### src/rtl/shift_sequencer_pkg.sv
// Shared definitions for the shift_sequencer slice and its shift_register benches.
package shift_sequencer_pkg;

    localparam int unsigned WIDTH_DEF = 4;
    localparam int unsigned CNT_W_DEF = 3;

    typedef enum logic [1:0] {
        IDLE  = 2'd0,
        LOAD  = 2'd1,
        SHIFT = 2'd2,
        DONE  = 2'd3
    } state_t;

    function automatic logic state_busy(input state_t s);
        return (s == LOAD) || (s == SHIFT);
    endfunction

endpackage

### src/rtl/shift_sequencer_if.sv
// Command handshake plus shift_register control pins of the sequencer.
interface shift_sequencer_if
    import shift_sequencer_pkg::*;
#(
    parameter int unsigned WIDTH = WIDTH_DEF,
    parameter int unsigned CNT_W = CNT_W_DEF
) ();

    logic             CmdValid;
    logic             CmdReady;
    logic [WIDTH-1:0] CmdData;
    logic             CmdDir;
    logic             CmdFill;
    logic [CNT_W-1:0] CmdCount;
    logic             Abort;

    logic             SrEnable;
    logic             SrLoad;
    logic [WIDTH-1:0] SrDataIn;
    logic             SrDirection;
    logic             SrLeftInput;
    logic             SrRightInput;
    logic             Busy;
    logic             Done;

    modport master (
        output CmdValid, CmdData, CmdDir, CmdFill, CmdCount, Abort,
        input  CmdReady, SrEnable, SrLoad, SrDataIn, SrDirection,
               SrLeftInput, SrRightInput, Busy, Done
    );

    modport slave (
        input  CmdValid, CmdData, CmdDir, CmdFill, CmdCount, Abort,
        output CmdReady, SrEnable, SrLoad, SrDataIn, SrDirection,
               SrLeftInput, SrRightInput, Busy, Done
    );

endinterface

### src/rtl/shift_sequencer_counter.sv
// Down-counter tracking the shift cycles still owed in the current sequence.
module shift_counter
    import shift_sequencer_pkg::*;
#(
    parameter int unsigned CNT_W = CNT_W_DEF
) (
    input  logic             clk,
    input  logic             rst,
    input  logic             load,
    input  logic             dec,
    input  logic [CNT_W-1:0] load_value,
    output logic             is_one
);

    logic [CNT_W-1:0] remaining_q;

    // Decrement saturates at zero; the FSM leaves SHIFT at one so zero is never crossed.
    always_ff @(posedge clk) begin
        if (rst) begin
            remaining_q <= '0;
        end else if (load) begin
            remaining_q <= load_value;
        end else if (dec && (remaining_q != '0)) begin
            remaining_q <= remaining_q - CNT_W'(1);
        end
    end

    assign is_one = (remaining_q == CNT_W'(1));

endmodule

### src/rtl/shift_sequencer.sv
// Accepts one command, then drives one load and N shift cycles into shift_register.
module shift_sequencer
    import shift_sequencer_pkg::*;
#(
    parameter int unsigned WIDTH = WIDTH_DEF,
    parameter int unsigned CNT_W = CNT_W_DEF
) (
    input  logic               Clock,
    input  logic               Reset,
    shift_sequencer_if.slave   bus
);

    state_t           state_q;
    state_t           state_d;
    logic [WIDTH-1:0] data_q;
    logic             dir_q;
    logic             fill_q;
    logic [CNT_W-1:0] count_q;
    logic             accept;
    logic             cnt_load;
    logic             cnt_dec;
    logic             cnt_is_one;

    assign accept = (state_q == IDLE) && bus.CmdValid;

    always_ff @(posedge Clock) begin
        if (Reset) begin
            state_q <= IDLE;
        end else begin
            state_q <= state_d;
        end
    end

    // Command fields stay visible on the register pins until the next accept.
    always_ff @(posedge Clock) begin
        if (Reset) begin
            data_q  <= '0;
            dir_q   <= 1'b0;
            fill_q  <= 1'b0;
            count_q <= '0;
        end else if (accept) begin
            data_q  <= bus.CmdData;
            dir_q   <= bus.CmdDir;
            fill_q  <= bus.CmdFill;
            count_q <= bus.CmdCount;
        end
    end

    shift_counter #(
        .CNT_W (CNT_W)
    ) u_counter (
        .clk        (Clock),
        .rst        (Reset),
        .load       (cnt_load),
        .dec        (cnt_dec),
        .load_value (count_q),
        .is_one     (cnt_is_one)
    );

    always_comb begin
        state_d      = state_q;
        cnt_load     = 1'b0;
        cnt_dec      = 1'b0;
        bus.CmdReady = 1'b0;
        bus.SrEnable = 1'b0;
        bus.SrLoad   = 1'b0;
        bus.Done     = 1'b0;
        bus.Busy     = state_busy(state_q);

        case (state_q)
            IDLE: begin
                bus.CmdReady = 1'b1;
                if (bus.CmdValid) begin
                    state_d = LOAD;
                end
            end
            LOAD: begin
                bus.SrEnable = 1'b1;
                bus.SrLoad   = 1'b1;
                cnt_load     = 1'b1;
                if (bus.Abort) begin
                    state_d = IDLE;
                end else if (count_q == '0) begin
                    state_d = DONE;
                end else begin
                    state_d = SHIFT;
                end
            end
            SHIFT: begin
                bus.SrEnable = 1'b1;
                cnt_dec      = 1'b1;
                if (bus.Abort) begin
                    state_d = IDLE;
                end else if (cnt_is_one) begin
                    state_d = DONE;
                end
            end
            DONE: begin
                bus.Done = 1'b1;
                state_d  = IDLE;
            end
            default: begin
                state_d = IDLE;
            end
        endcase
    end

    assign bus.SrDataIn     = data_q;
    assign bus.SrDirection  = dir_q;
    assign bus.SrLeftInput  = fill_q;
    assign bus.SrRightInput = fill_q;

endmodule

### src/flat_wrapper.sv
// flat-port wrapper written by rule: the top's interface ports become plain ports
module shift_sequencer_flat import shift_sequencer_pkg::*;
#(
    parameter int unsigned WIDTH = WIDTH_DEF,
    parameter int unsigned CNT_W = CNT_W_DEF
)
  (Clock, Reset, bus_CmdValid, bus_CmdData, bus_CmdDir, bus_CmdFill, bus_CmdCount, bus_Abort, bus_CmdReady, bus_SrEnable, bus_SrLoad, bus_SrDataIn, bus_SrDirection, bus_SrLeftInput, bus_SrRightInput, bus_Busy, bus_Done);
  shift_sequencer_if #(.WIDTH(WIDTH), .CNT_W(CNT_W)) bus_i ();
  input  logic Clock;
  input  logic Reset;
  input wire logic [$bits(bus_i.CmdValid)-1:0] bus_CmdValid;
  input wire logic [$bits(bus_i.CmdData)-1:0] bus_CmdData;
  input wire logic [$bits(bus_i.CmdDir)-1:0] bus_CmdDir;
  input wire logic [$bits(bus_i.CmdFill)-1:0] bus_CmdFill;
  input wire logic [$bits(bus_i.CmdCount)-1:0] bus_CmdCount;
  input wire logic [$bits(bus_i.Abort)-1:0] bus_Abort;
  output wire logic [$bits(bus_i.CmdReady)-1:0] bus_CmdReady;
  output wire logic [$bits(bus_i.SrEnable)-1:0] bus_SrEnable;
  output wire logic [$bits(bus_i.SrLoad)-1:0] bus_SrLoad;
  output wire logic [$bits(bus_i.SrDataIn)-1:0] bus_SrDataIn;
  output wire logic [$bits(bus_i.SrDirection)-1:0] bus_SrDirection;
  output wire logic [$bits(bus_i.SrLeftInput)-1:0] bus_SrLeftInput;
  output wire logic [$bits(bus_i.SrRightInput)-1:0] bus_SrRightInput;
  output wire logic [$bits(bus_i.Busy)-1:0] bus_Busy;
  output wire logic [$bits(bus_i.Done)-1:0] bus_Done;
  assign bus_i.CmdValid = bus_CmdValid;
  assign bus_i.CmdData = bus_CmdData;
  assign bus_i.CmdDir = bus_CmdDir;
  assign bus_i.CmdFill = bus_CmdFill;
  assign bus_i.CmdCount = bus_CmdCount;
  assign bus_i.Abort = bus_Abort;
  assign bus_CmdReady = bus_i.CmdReady;
  assign bus_SrEnable = bus_i.SrEnable;
  assign bus_SrLoad = bus_i.SrLoad;
  assign bus_SrDataIn = bus_i.SrDataIn;
  assign bus_SrDirection = bus_i.SrDirection;
  assign bus_SrLeftInput = bus_i.SrLeftInput;
  assign bus_SrRightInput = bus_i.SrRightInput;
  assign bus_Busy = bus_i.Busy;
  assign bus_Done = bus_i.Done;
  shift_sequencer #(.WIDTH(WIDTH), .CNT_W(CNT_W)) u_core (.Clock(Clock), .Reset(Reset), .bus(bus_i));
endmodule
### config.mk
export PLATFORM = sky130hd
export DESIGN_NAME = shift_sequencer_flat
export DESIGN_NICKNAME = d
export VERILOG_FILES = /design/src/rtl/shift_sequencer_pkg.sv /design/src/rtl/shift_sequencer_if.sv /design/src/rtl/shift_sequencer_counter.sv /design/src/rtl/shift_sequencer.sv /design/src/flat_wrapper.sv
export SDC_FILE = /design/constraint.sdc
export NUM_CORES = 1
export LEC_CHECK = 0
export ABC_AREA = 1
export ABC_CLOCK_PERIOD_IN_PS = 1200
export CORE_MARGIN = 5
export CORE_UTILIZATION = 40
export CTS_CLUSTER_SIZE = 25
export DETAILED_ROUTE_END_ITERATION = 12
export PLACE_DENSITY_LB_ADDON = 0.2
export SETUP_SLACK_MARGIN = 0.02
export SLEW_MARGIN = 10
export SYNTH_ARGS = -nofsm -noshare
export SYNTH_HDL_FRONTEND = slang
export SYNTH_SLANG_ARGS = --single-unit
### constraint.sdc
create_clock -name Clock -period 1.2 [get_ports Clock]
set_clock_uncertainty 0.15 [all_clocks]
set_input_delay 0.12 -clock Clock [delete_from_list [all_inputs] [get_ports Clock]]
set_output_delay 0.12 -clock Clock [all_outputs]
set_load 0.005 [all_outputs]
# == Word level (Yosys, flattened, before mapping) ==
# Cells that the tools add are included.
# totals
latch_bits,0
reg_bits,14
n_memories,0
inputBits,13
mem_bits_rw,0
romBits,0
# op_classes
mul,0
mux,13
reduce_logical,9
eq_ne,6
div_mod_pow,0
order_cmp,0
shift,0
bitwise,0
n_addsub,1
# op_table
op,n
two-way mux 2 bit,4
one-hot mux 2 bit (4 select lines),1
two-way mux 1 bit,6
two-way mux 3 bit,2
equality test 2 bit (second input constant),2
equality test 3 x 1 -> 1 bit (second input constant),1
zero test 3 bit,1
inequality test 3 x 2 -> 1 bit (second input constant),1
nonzero test 3 bit,1
subtractor 3 x 1 -> 3 bit (second input constant),1
equality test 2 x 1 -> 1 bit (second input constant),1
logical AND 1 bit,2
zero test 2 bit,1
inequality test 2 bit (second input constant),1
AND reduction 2 bit,1
nonzero test 2 bit,1
OR reduction 2 bit,1
logical OR 1 bit,1

# == Longest topological paths before layout ==
# Gate-level depths: netlist of the first run.
# logic_depth
depth_word,5
ltp_mapped,9
mapped_depth_nobuf,9

# == Cells and area by module ==
# From an unflattened synthesis of the first run, not the netlist that was laid out.
# unflattened
hier_cells,105
area_unflattened_um2,754.5
# modules_own_cells
mod,seq_area_each_um2,n_inst,cells_per_inst,area_per_inst_um2
shift_sequencer,220.2,1,71,523.0
shift_counter,60.1,1,34,231.5

# == Least setup slack after synthesis of the first run ==
# OpenSTA, ideal clock, no wires.
# synth_path
kind,register to register
start,register u_core.state_q[1]
end,register u_core.u_counter.remaining_q[1]
arrival_ns,1.070
path_stages_with_launch,8
setup_slack_ns,-0.136
cell_sequence,dfxtp_1 -> inv_1 -> ha_1 -> buf_2 -> inv_1 -> nand2_1 -> o21ai_0 -> nor2_1
# synth_between
word_cells_on_any_way,7
# synth_rtl
item,line,source
start: declaration,shift_sequencer.sv:13,state_t state_q;
start signal: assignment,shift_sequencer.sv:30,state_q <= state_d;
equality test 2 x 1 -> 1 bit (*),n/a,
two-way mux 1 bit (*),n/a,
named net bus_SrLoad,flat_wrapper.sv:19,output wire logic [$bits(bus_i.SrLoad)-1:0] bus_SrLoad;
two-way mux 3 bit / nonzero test 2 bit (equally long branches),n/a,
end signal: assignment,shift_sequencer_counter.sv:22,remaining_q <= load_value;
end signal: assignment,shift_sequencer_counter.sv:24,remaining_q <= remaining_q - CNT_W'(1);
end: declaration,shift_sequencer_counter.sv:15,logic [CNT_W-1:0] remaining_q;
# The timed path passes the listed nets; every way through them passes the cells marked *.
# A chain may end at the register's enable or synchronous reset.

# == Worst setup path after layout of the first run ==
# layout_path
start,register u_core.state_q[0]
end,register u_core.state_q[0]
# layout_between
elab_chain_len,3
word_cells_on_any_way,8
# layout_rtl
item,line,source
equality test 2 bit / zero test 2 bit (equally long branches),shift_sequencer.sv:70,case (state_q)
inequality test 3 x 2 -> 1 bit (no line) / inequality test 2 bit (equally long branches),n/a,
AND reduction 2 bit (no line),n/a,
# Parallel ways exist; a longest one is shown, timed or not.

==> flow_summary.html, run 1 <==
<table>
<tr><th>Metric</th><th>Value</th></tr>
<tr><th colspan="2">Global route</th></tr>
<tr><td>Global-route wire length before repair</td><td>3.28 mm</td></tr>
<tr><td>Initial antenna violation count</td><td>0</td></tr>
<tr><td>Maximum number of pins on one net before global-route repair</td><td>10</td></tr>
<tr><td>Final global-route overflow total</td><td>0</td></tr>
<tr><td>Vias in the first global route</td><td>roughly 840</td></tr>
<tr><td>Total routing usage reported by global routing</td><td>15.6%</td></tr>
<tr><th colspan="2">Logic synthesis</th></tr>
<tr><td>Dominant cell type by area after synthesis</td><td>sky130_fd_sc_hd__dfxtp_1</td></tr>
<tr><td>Count of warnings emitted by yosys</td><td>0</td></tr>
<tr><td>Fraction of the yosys area taken by sequential cells</td><td>between 30% and 40%</td></tr>
<tr><td>Synthesized netlist net count</td><td>130</td></tr>
<tr><td>Library cells used by synthesis</td><td>17</td></tr>
<tr><td>Cell area after synthesis</td><td>about 770 um^2</td></tr>
<tr><td>Area share of the leading cell type in the synthesized netlist</td><td>36.4%</td></tr>
<tr><td>Cells taking the most area after synthesis</td><td>sky130_fd_sc_hd__dfxtp_1 36%, sky130_fd_sc_hd__ha_1 13%, sky130_fd_sc_hd__nor2_1 11%, sky130_fd_sc_hd__nand2_1 9.3%, sky130_fd_sc_hd__o21ai_0 8.5%</td></tr>
<tr><td>Number of register bits inferred by synthesis</td><td>14</td></tr>
<tr><td>Gate count of the mapped netlist</td><td>109</td></tr>
<tr><td>Synthesized area divided by synthesized cell count</td><td>7.06 um^2</td></tr>
<tr><th colspan="2">Routing</th></tr>
<tr><td>Post-detailed-route via-to-cell ratio</td><td>4.61</td></tr>
<tr><td>WL final</td><td>between 1.5 and 2 mm</td></tr>
<tr><td>Number of DRC markers after the initial detailed-route iteration</td><td>3</td></tr>
<tr><td>Routed length per placed instance</td><td>roughly 11 um</td></tr>
<tr><td>Initial DRT Pass Iterations</td><td>3</td></tr>
<tr><td>Remaining antenna violation count after routing</td><td>0</td></tr>
<tr><td>Remaining routing DRC violations</td><td>0</td></tr>
<tr><td>Count of vias placed by the detailed router</td><td>between 700 and 800</td></tr>
<tr><th colspan="2">Final layout</th></tr>
<tr><td>Filler-free cell count of the finished design</td><td>approximately 170</td></tr>
<tr><td>Fin nets</td><td>168</td></tr>
<tr><td>Fillers</td><td>135</td></tr>
<tr><td>Share of the core filled with cells in the final layout</td><td>73.2%</td></tr>
<tr><td>Antenna fix cells</td><td>0</td></tr>
<tr><td>Fraction of final layout cells with drive strength greater than 1</td><td>a little under two fifths</td></tr>
<tr><td>Area growth from synthesis to final layout</td><td>69.6%</td></tr>
<tr><th colspan="2">Floorplanning</th></tr>
<tr><td>Standard-cell rows</td><td>15</td></tr>
<tr><td>Die footprint</td><td>2900 um^2</td></tr>
<tr><td>Die width</td><td>53.9 um</td></tr>
<tr><td>Floorplan die height</td><td>53.9 um</td></tr>
<tr><td>Placeable core region</td><td>1780 um^2</td></tr>
<tr><td># IOs</td><td>25</td></tr>
<tr><td>Initial core utilization</td><td>a little over two fifths</td></tr>
<tr><th colspan="2">Run</th></tr>
<tr><td>Max-cap viol count</td><td>0</td></tr>
<tr><th colspan="2">Placement</th></tr>
<tr><td>Detailed placement HPWL</td><td>1.43 mm</td></tr>
<tr><td>Post-Place Cells</td><td>166</td></tr>
<tr><td>Number of buffers added on ports</td><td>24</td></tr>
<tr><td>Setup slack at placement</td><td>-0.203 ns</td></tr>
<tr><td>Routability congestion estimate</td><td>0.804</td></tr>
<tr><th colspan="2">STA</th></tr>
<tr><td>Highest Clock Rate</td><td>between 700 and 800 MHz</td></tr>
<tr><td>Smallest setup slack after layout</td><td>-0.163 ns</td></tr>
<tr><td>Relative max-transition margin</td><td>87.5%</td></tr>
<tr><td>Fin crit share</td><td>114%</td></tr>
<tr><td>Time the worst path needs with I/O delays and setup</td><td>1.36 ns</td></tr>
<tr><td>Unrepaired setup endpoints after global routing</td><td>yes</td></tr>
<tr><td>Transition at the pin with the smallest max-transition slack</td><td>0.186 ns</td></tr>
<tr><td>Final hold vios</td><td>0</td></tr>
<tr><td>Fin. max-slew vios</td><td>0</td></tr>
<tr><td>Total of endpoints with negative setup slack in the final report</td><td>19</td></tr>
<tr><th colspan="2">Setup path</th></tr>
<tr><td>Critical path fanouts, max</td><td>4</td></tr>
<tr><td>Worst endpoint required time</td><td>1.22 ns</td></tr>
<tr><td>Start of the worst register-to-register path</td><td>u_core.state_q[0]</td></tr>
<tr><td>Setup crit end kind</td><td>flip-flop</td></tr>
<tr><td>Class of the most critical setup path</td><td>reg2reg</td></tr>
<tr><td>Register-to-Register Path Depth</td><td>8</td></tr>
<tr><td>Launch point of the worst path</td><td>u_core.state_q[0]</td></tr>
<tr><td>Nature of the critical path startpoint</td><td>flip-flop</td></tr>
<tr><td>Data arrival time of the worst path</td><td>1.38 ns</td></tr>
<tr><th colspan="2">Clock tree</th></tr>
<tr><td>Largest buffer count on any clock path</td><td>2</td></tr>
<tr><td>Clock edge transition at the registers on the reported setup and hold paths</td><td>0.08 ns</td></tr>
<tr><td>Clk sinks</td><td>14</td></tr>
<tr><td>CTS Root Buffer Type</td><td>sky130_fd_sc_hd__clkbuf_4</td></tr>
<tr><td>Cts bufs inserted</td><td>3</td></tr>
<tr><td>Deepest level of the CTS H-tree</td><td>1</td></tr>
<tr><td>Clock tree from TritonCTS</td><td>done</td></tr>
<tr><td>Worst-Skew Late Latency</td><td>0.27 ns</td></tr>
<tr><th colspan="2">Status</th></tr>
<tr><td>Failing checks</td><td>setup timing</td></tr>
<tr><td>Status</td><td>complete, but fails checks</td></tr>
<tr><th colspan="2">Power and ir drop</th></tr>
<tr><td>Worst supply voltage drop on vdd</td><td>1.10 mV</td></tr>
<tr><td>Power density over the cells</td><td>1710 nW/um^2</td></tr>
<tr><td>LEAKAGE</td><td>0.593 nW</td></tr>
<tr><th colspan="2">Min path</th></tr>
<tr><td>Critical hold path startpoint</td><td>bus_CmdData[3]</td></tr>
<tr><td>Type of the most critical hold path</td><td>in2reg</td></tr>
<tr><td>Hold path cells</td><td>3</td></tr>
</table>
[layout make-up]
type	instances	area [um^2]	share of cell area [%]
inverter	16	73.8	5.66
multi-input combinational	74	495	38.0
tap	25	31.3	2.40
timing repair buffer	38	378	29.0
clock buffer	4	36.3	2.78
sequential	14	290	22.2
[per-stage QoR]
step                area, um^2  total power, mW  hold slack, ns  TNS, ns
finish                    1310             2.23           0.287    -1.87
global route              1310             2.41           0.300    -3.08
CTS                       1260             2.17           0.283    -1.43
detailed placement        1170             1.74           0.321    -2.63
global placement          1170             1.70           0.311    -2.46
floorplan                  830             1.30          0.0319  -0.0804
[critical path: stages (launching register included)]
cell                       delay [ns]
sky130_fd_sc_hd__dfxtp_2         0.36
sky130_fd_sc_hd__inv_4           0.05
sky130_fd_sc_hd__buf_6           0.12
sky130_fd_sc_hd__ha_4            0.17
sky130_fd_sc_hd__inv_2           0.06
sky130_fd_sc_hd__nor2_4          0.03
sky130_fd_sc_hd__nand3b_1        0.16
sky130_fd_sc_hd__nor2_1          0.10
sky130_fd_sc_hd__nor2_1          0.06
[cell families after synthesis]
kind of cell / synth area share, %
AO/OA/AOI/OAI: 13.7
adder cells (fa/ha/maj): 13.0
buffers and inverters: 11.7
flip-flops: 36.4
AND/OR/NAND/NOR: 25.2
[registers in the layout, summed over array words and instances (netlist names)]
register / cells
u_core.bus.SrDataIn: 4
u_core.count_q: 3
u_core.u_counter.remaining_q: 3
u_core.state_q: 2
u_core.bus.SrDirection: 1
u_core.bus.SrLeftInput: 1
[metal layers]
metal	track usage, %	vias to the layer above	share of wire (%)
li1	-	410	-
met1	16.4	360	41
met2	28.4	16	52
met3	4.43	2	6.0
met4	6.81	0	0.68
met5	0	-	0
[synth_stat cells]
cell,instances
sky130_fd_sc_hd__a21oi_1,3
sky130_fd_sc_hd__a21oi_2,2
sky130_fd_sc_hd__buf_2,3
sky130_fd_sc_hd__buf_4,2
sky130_fd_sc_hd__dfxtp_1,14
sky130_fd_sc_hd__ha_1,8
sky130_fd_sc_hd__inv_1,14
sky130_fd_sc_hd__inv_2,2
sky130_fd_sc_hd__nand2_1,19
sky130_fd_sc_hd__nand2_2,1
sky130_fd_sc_hd__nand3_1,1
sky130_fd_sc_hd__nand3b_1,1
sky130_fd_sc_hd__nand4_1,1
sky130_fd_sc_hd__nor2_1,23
sky130_fd_sc_hd__nor2_4,1
sky130_fd_sc_hd__o211ai_1,1
sky130_fd_sc_hd__o21ai_0,13
[layout by cell type, fill, tap and decap left out, types with 2 or more instances in the layout]
master                            count
sky130_fd_sc_hd__a21oi_2              4
sky130_fd_sc_hd__dfxtp_2              5
sky130_fd_sc_hd__buf_6               11
sky130_fd_sc_hd__o21ai_1              9
sky130_fd_sc_hd__inv_2                2
sky130_fd_sc_hd__nand2_1             17
sky130_fd_sc_hd__ha_1                 4
sky130_fd_sc_hd__ha_4                 4
sky130_fd_sc_hd__dlygate4sd2_1        7
sky130_fd_sc_hd__nor2_1              18
sky130_fd_sc_hd__o21ai_2              3
sky130_fd_sc_hd__inv_4                2
sky130_fd_sc_hd__dfxtp_1              8
sky130_fd_sc_hd__clkbuf_4             3
sky130_fd_sc_hd__nand2_4              2
sky130_fd_sc_hd__clkdlybuf4s50_1     12
sky130_fd_sc_hd__inv_1               10
sky130_fd_sc_hd__buf_4                7
sky130_fd_sc_hd__nor2_2               5
[worst paths after layout]
path                       endpoint  slack (ns)
max               u_core.state_q[0]       -0.16
min          u_core.bus.SrDataIn[3]        0.29
max reg2reg       u_core.state_q[0]       -0.16
min reg2reg  u_core.bus.SrDataIn[1]        0.33
[power by group]
| group | switching, mW | internal [mW] |
|---|---|---|
| sequential | 0.0785 | 0.580 |
| clock | 0.147 | 0.184 |
| combinational | 0.597 | 0.643 |
| total | 0.823 | 1.41 |
[what timing repair did]
| action | CTS | global route |
|---|---|---|
| gates resized for setup | 49 | 15 |
| endpoints found under the setup margin | 26 | 23 |
| pin swaps | 8 | 4 |
| setup buffers | 0 | 1 |
| hold buffers | 0 | 0 |
(Power assumes the default switching activity.)
==> run 2: changes to the inputs <==
Settings changed: ABC_CLOCK_PERIOD_IN_PS 1200 to default.
==> results of run 2 <==
Final layout, timing and power as in run 1 (identical DEF).
==> run 3: changes to the inputs <==
--- a/config.mk
+++ b/config.mk
@@ -14,2 +14,3 @@
 export SETUP_SLACK_MARGIN = 0.02
+export SKIP_LAST_GASP = 1
 export SLEW_MARGIN = 10
==> constraint.sdc (replaced) <==
create_clock -name Clock -period 1.21 [get_ports Clock]
set_clock_uncertainty 0.15 [all_clocks]
set_input_delay 0.121 -clock Clock [delete_from_list [all_inputs] [get_ports Clock]]
set_output_delay 0.121 -clock Clock [all_outputs]
set_load 0.02 [all_outputs]
==> flow_summary.html, run 3 (synthesis gave the netlist of run 1 again) <==
<table>
<tr><th>Metric</th><th>Value</th></tr>
<tr><th colspan="2">Placement</th></tr>
<tr><td>Detailed placement HPWL</td><td>between 1 and 1.5 mm</td></tr>
<tr><td>Placed standard-cell area</td><td>1130 um^2</td></tr>
<tr><td>Routability congestion estimate</td><td>roughly 0.8</td></tr>
<tr><td>Number of buffers added on ports</td><td>24</td></tr>
<tr><th colspan="2">Setup path</th></tr>
<tr><td>Class of the most critical setup path</td><td>reg2reg</td></tr>
<tr><td>Start of the worst register-to-register path</td><td>u_core.state_q[0]</td></tr>
<tr><td>Largest incremental delay on the critical path</td><td>0.35 ns</td></tr>
<tr><td>Ordered list of cells on the worst path</td><td>inv_2 -&gt; buf_6 -&gt; ha_4 -&gt; inv_2 -&gt; nor2_4 -&gt; nand3b_1 -&gt; nor2_1 -&gt; nor2_1</td></tr>
<tr><td>Worst endpoint required time</td><td>1.24 ns</td></tr>
<tr><td>Slowest stage cell on the critical path</td><td>sky130_fd_sc_hd__dfxtp_2</td></tr>
<tr><td>Data arrival time of the worst path</td><td>about 1.4 ns</td></tr>
<tr><td>Critical path fanouts, max</td><td>4</td></tr>
<tr><td>Nature of the critical path startpoint</td><td>flip-flop</td></tr>
<tr><td>Launch point of the worst path</td><td>u_core.state_q[0]</td></tr>
<tr><td>Setup crit end kind</td><td>flip-flop</td></tr>
<tr><th colspan="2">STA</th></tr>
<tr><td>Transition at the pin with the smallest max-transition slack</td><td>0.207 ns</td></tr>
<tr><td>Fin. max-slew vios</td><td>0</td></tr>
<tr><td>Final hold vios</td><td>0</td></tr>
<tr><td>Time the worst path needs with I/O delays and setup</td><td>1.38 ns</td></tr>
<tr><td>Final TNS setup</td><td>-1.02 ns</td></tr>
<tr><td>Total of endpoints with negative setup slack in the final report</td><td>10</td></tr>
<tr><td>Unrepaired setup endpoints after global routing</td><td>yes</td></tr>
<tr><td>Relative max-transition margin</td><td>86.1%</td></tr>
<tr><td>Fin crit share</td><td>114%</td></tr>
<tr><td>Smallest setup slack after layout</td><td>-0.165 ns</td></tr>
<tr><td>Highest Clock Rate</td><td>727 MHz</td></tr>
<tr><th colspan="2">Floorplanning</th></tr>
<tr><td>Floorplan die height</td><td>~54 um</td></tr>
<tr><td>Standard-cell rows</td><td>15</td></tr>
<tr><td>Placeable core region</td><td>1780 um^2</td></tr>
<tr><td>Initial core utilization</td><td>~43%</td></tr>
<tr><td>Die footprint</td><td>2900 um^2</td></tr>
<tr><td>Die width</td><td>around 54 um</td></tr>
<tr><td># IOs</td><td>25</td></tr>
<tr><th colspan="2">Routing</th></tr>
<tr><td>Count of vias placed by the detailed router</td><td>755</td></tr>
<tr><td>WL final</td><td>1.90 mm</td></tr>
<tr><td>Remaining antenna violation count after routing</td><td>0</td></tr>
<tr><td>Number of DRC markers after the initial detailed-route iteration</td><td>15</td></tr>
<tr><td>Remaining routing DRC violations</td><td>0</td></tr>
<tr><td>Initial DRT Pass Iterations</td><td>4</td></tr>
<tr><td>Routed length per placed instance</td><td>11.3 um</td></tr>
<tr><td>Post-detailed-route via-to-cell ratio</td><td>4.49</td></tr>
<tr><th colspan="2">Power and ir drop</th></tr>
<tr><td>Overall power</td><td>about 2.3 mW</td></tr>
<tr><td>LEAKAGE</td><td>0.571 nW</td></tr>
<tr><td>Power density over the cells</td><td>1810 nW/um^2</td></tr>
<tr><td>Worst supply voltage drop on vdd</td><td>1.13 mV</td></tr>
<tr><th colspan="2">Clock tree</th></tr>
<tr><td>Clock edge transition at the registers on the reported setup and hold paths</td><td>0.08 ns</td></tr>
<tr><td>Deepest level of the CTS H-tree</td><td>1</td></tr>
<tr><td>Cts bufs inserted</td><td>3</td></tr>
<tr><td>Clock tree from TritonCTS</td><td>done</td></tr>
<tr><td>Worst-Skew Late Latency</td><td>between 0.2 and 0.3 ns</td></tr>
<tr><td>Clk sinks</td><td>14</td></tr>
<tr><td>Largest buffer count on any clock path</td><td>2</td></tr>
<tr><td>Cts hold-fix bufs</td><td>0</td></tr>
<tr><td>CTS Root Buffer Type</td><td>sky130_fd_sc_hd__clkbuf_4</td></tr>
<tr><th colspan="2">Final layout</th></tr>
<tr><td>Fillers</td><td>156</td></tr>
<tr><td>Fin nets</td><td>165</td></tr>
<tr><td>Max FFs per register</td><td>4</td></tr>
<tr><td>Antenna fix cells</td><td>0</td></tr>
<tr><td>Final design instance area without fill</td><td>about 1200 um^2</td></tr>
<tr><td>Fraction of final layout cells with drive strength greater than 1</td><td>38.5%</td></tr>
<tr><td>Total area of sequential cells</td><td>284 um^2</td></tr>
<tr><td>Area occupied by multi-input gates</td><td>503 um^2</td></tr>
<tr><td>Area growth from synthesis to final layout</td><td>62.0%</td></tr>
<tr><td>Commonest cells after routing, fill and taps aside</td><td>22 x sky130_fd_sc_hd__nor2_1, 17 x sky130_fd_sc_hd__nand2_1, 12 x sky130_fd_sc_hd__clkdlybuf4s50_1, 11 x sky130_fd_sc_hd__dfxtp_1</td></tr>
<tr><td>Commonest non-fill, non-tap cell in the layout</td><td>sky130_fd_sc_hd__nor2_1</td></tr>
<tr><td>Share of the core filled with cells in the final layout</td><td>69.9%</td></tr>
<tr><th colspan="2">Status</th></tr>
<tr><td>Failing checks</td><td>setup timing</td></tr>
<tr><td>Status</td><td>complete, but fails checks</td></tr>
<tr><th colspan="2">Global route</th></tr>
<tr><td>Global-route wire length before repair</td><td>between 3 and 4 mm</td></tr>
<tr><td>Total routing usage reported by global routing</td><td>15.0%</td></tr>
<tr><td>Final global-route overflow total</td><td>0</td></tr>
<tr><td>Initial antenna violation count</td><td>0</td></tr>
<tr><td>Maximum number of pins on one net before global-route repair</td><td>13</td></tr>
<tr><td>Vias in the first global route</td><td>755</td></tr>
<tr><th colspan="2">Run</th></tr>
<tr><td>Max-cap viol count</td><td>0</td></tr>
<tr><th colspan="2">Min path</th></tr>
<tr><td>Type of the most critical hold path</td><td>in2reg</td></tr>
<tr><td>Critical hold path startpoint</td><td>bus_CmdDir</td></tr>
</table>
==> run 3: path summary, 6_finish.rpt <==
path	end	slack, ns	depth (start not counted)
max	u_core.state_q[0]	-0.17	8
min	u_core.bus.SrDirection	0.28	3
min reg2reg	u_core.count_q[2]	0.32	2
max reg2reg	u_core.state_q[0]	-0.17	8
==> run 3: worst max-delay path: cells and delay by family, from the launching register on <==
family	cells	cell delay, ns
simple gates	4	0.37
buf+inv	3	0.24
flops	1	0.35
fa+ha+maj	1	0.17
==> run 3: timing repair <==
| action | 4_1_cts | 5_1_grt |
|---|---|---|
| gates resized for setup | 65 | 17 |
| endpoints found under the hold margin | 0 | 0 |
| pin swaps | 4 | 6 |
| setup endpoints to repair | 24 | 23 |
| gates cloned | 0 | 1 |
| buffers inserted | 0 | 0 |
==> run 3: report_power, final <==
group / leakage, nW / switching [mW] / internal (mW)
clock: 0.0210 / 0.150 / 0.183
sequential: 0.117 / 0.0698 / 0.572
combinational: 0.433 / 0.693 / 0.586
==> run 3: metal layers <==
metal	part of all wire (%)	wire length (um)	GRT usage, %
met1	45	860	18.7
met2	48	906	23.0
met3	5.7	109	4.71
met4	1.2	23	7.66
met5	0	0	0
==> run 3: metrics by stage <==
stage / setup slack (ns) / hold slack, ns / cells
floorplan: -0.0399 / 0.0334 / 109
global placement: -0.282 / 0.309 / 163
detailed placement: -0.292 / 0.313 / 163
CTS: -0.133 / 0.284 / 167
global route: -0.249 / 0.295 / 168
finish: -0.165 / 0.283 / 168
==> run 3: area by class of cell <==
| type | instances | share of cell area, % |
|---|---|---|
| inverters | 16 | 5.02 |
| multi-input cells | 74 | 40.4 |
| clock buffers | 4 | 2.91 |
| well taps | 25 | 2.51 |
| repair buffers | 35 | 26.4 |
| flip-flops and latches | 14 | 22.8 |
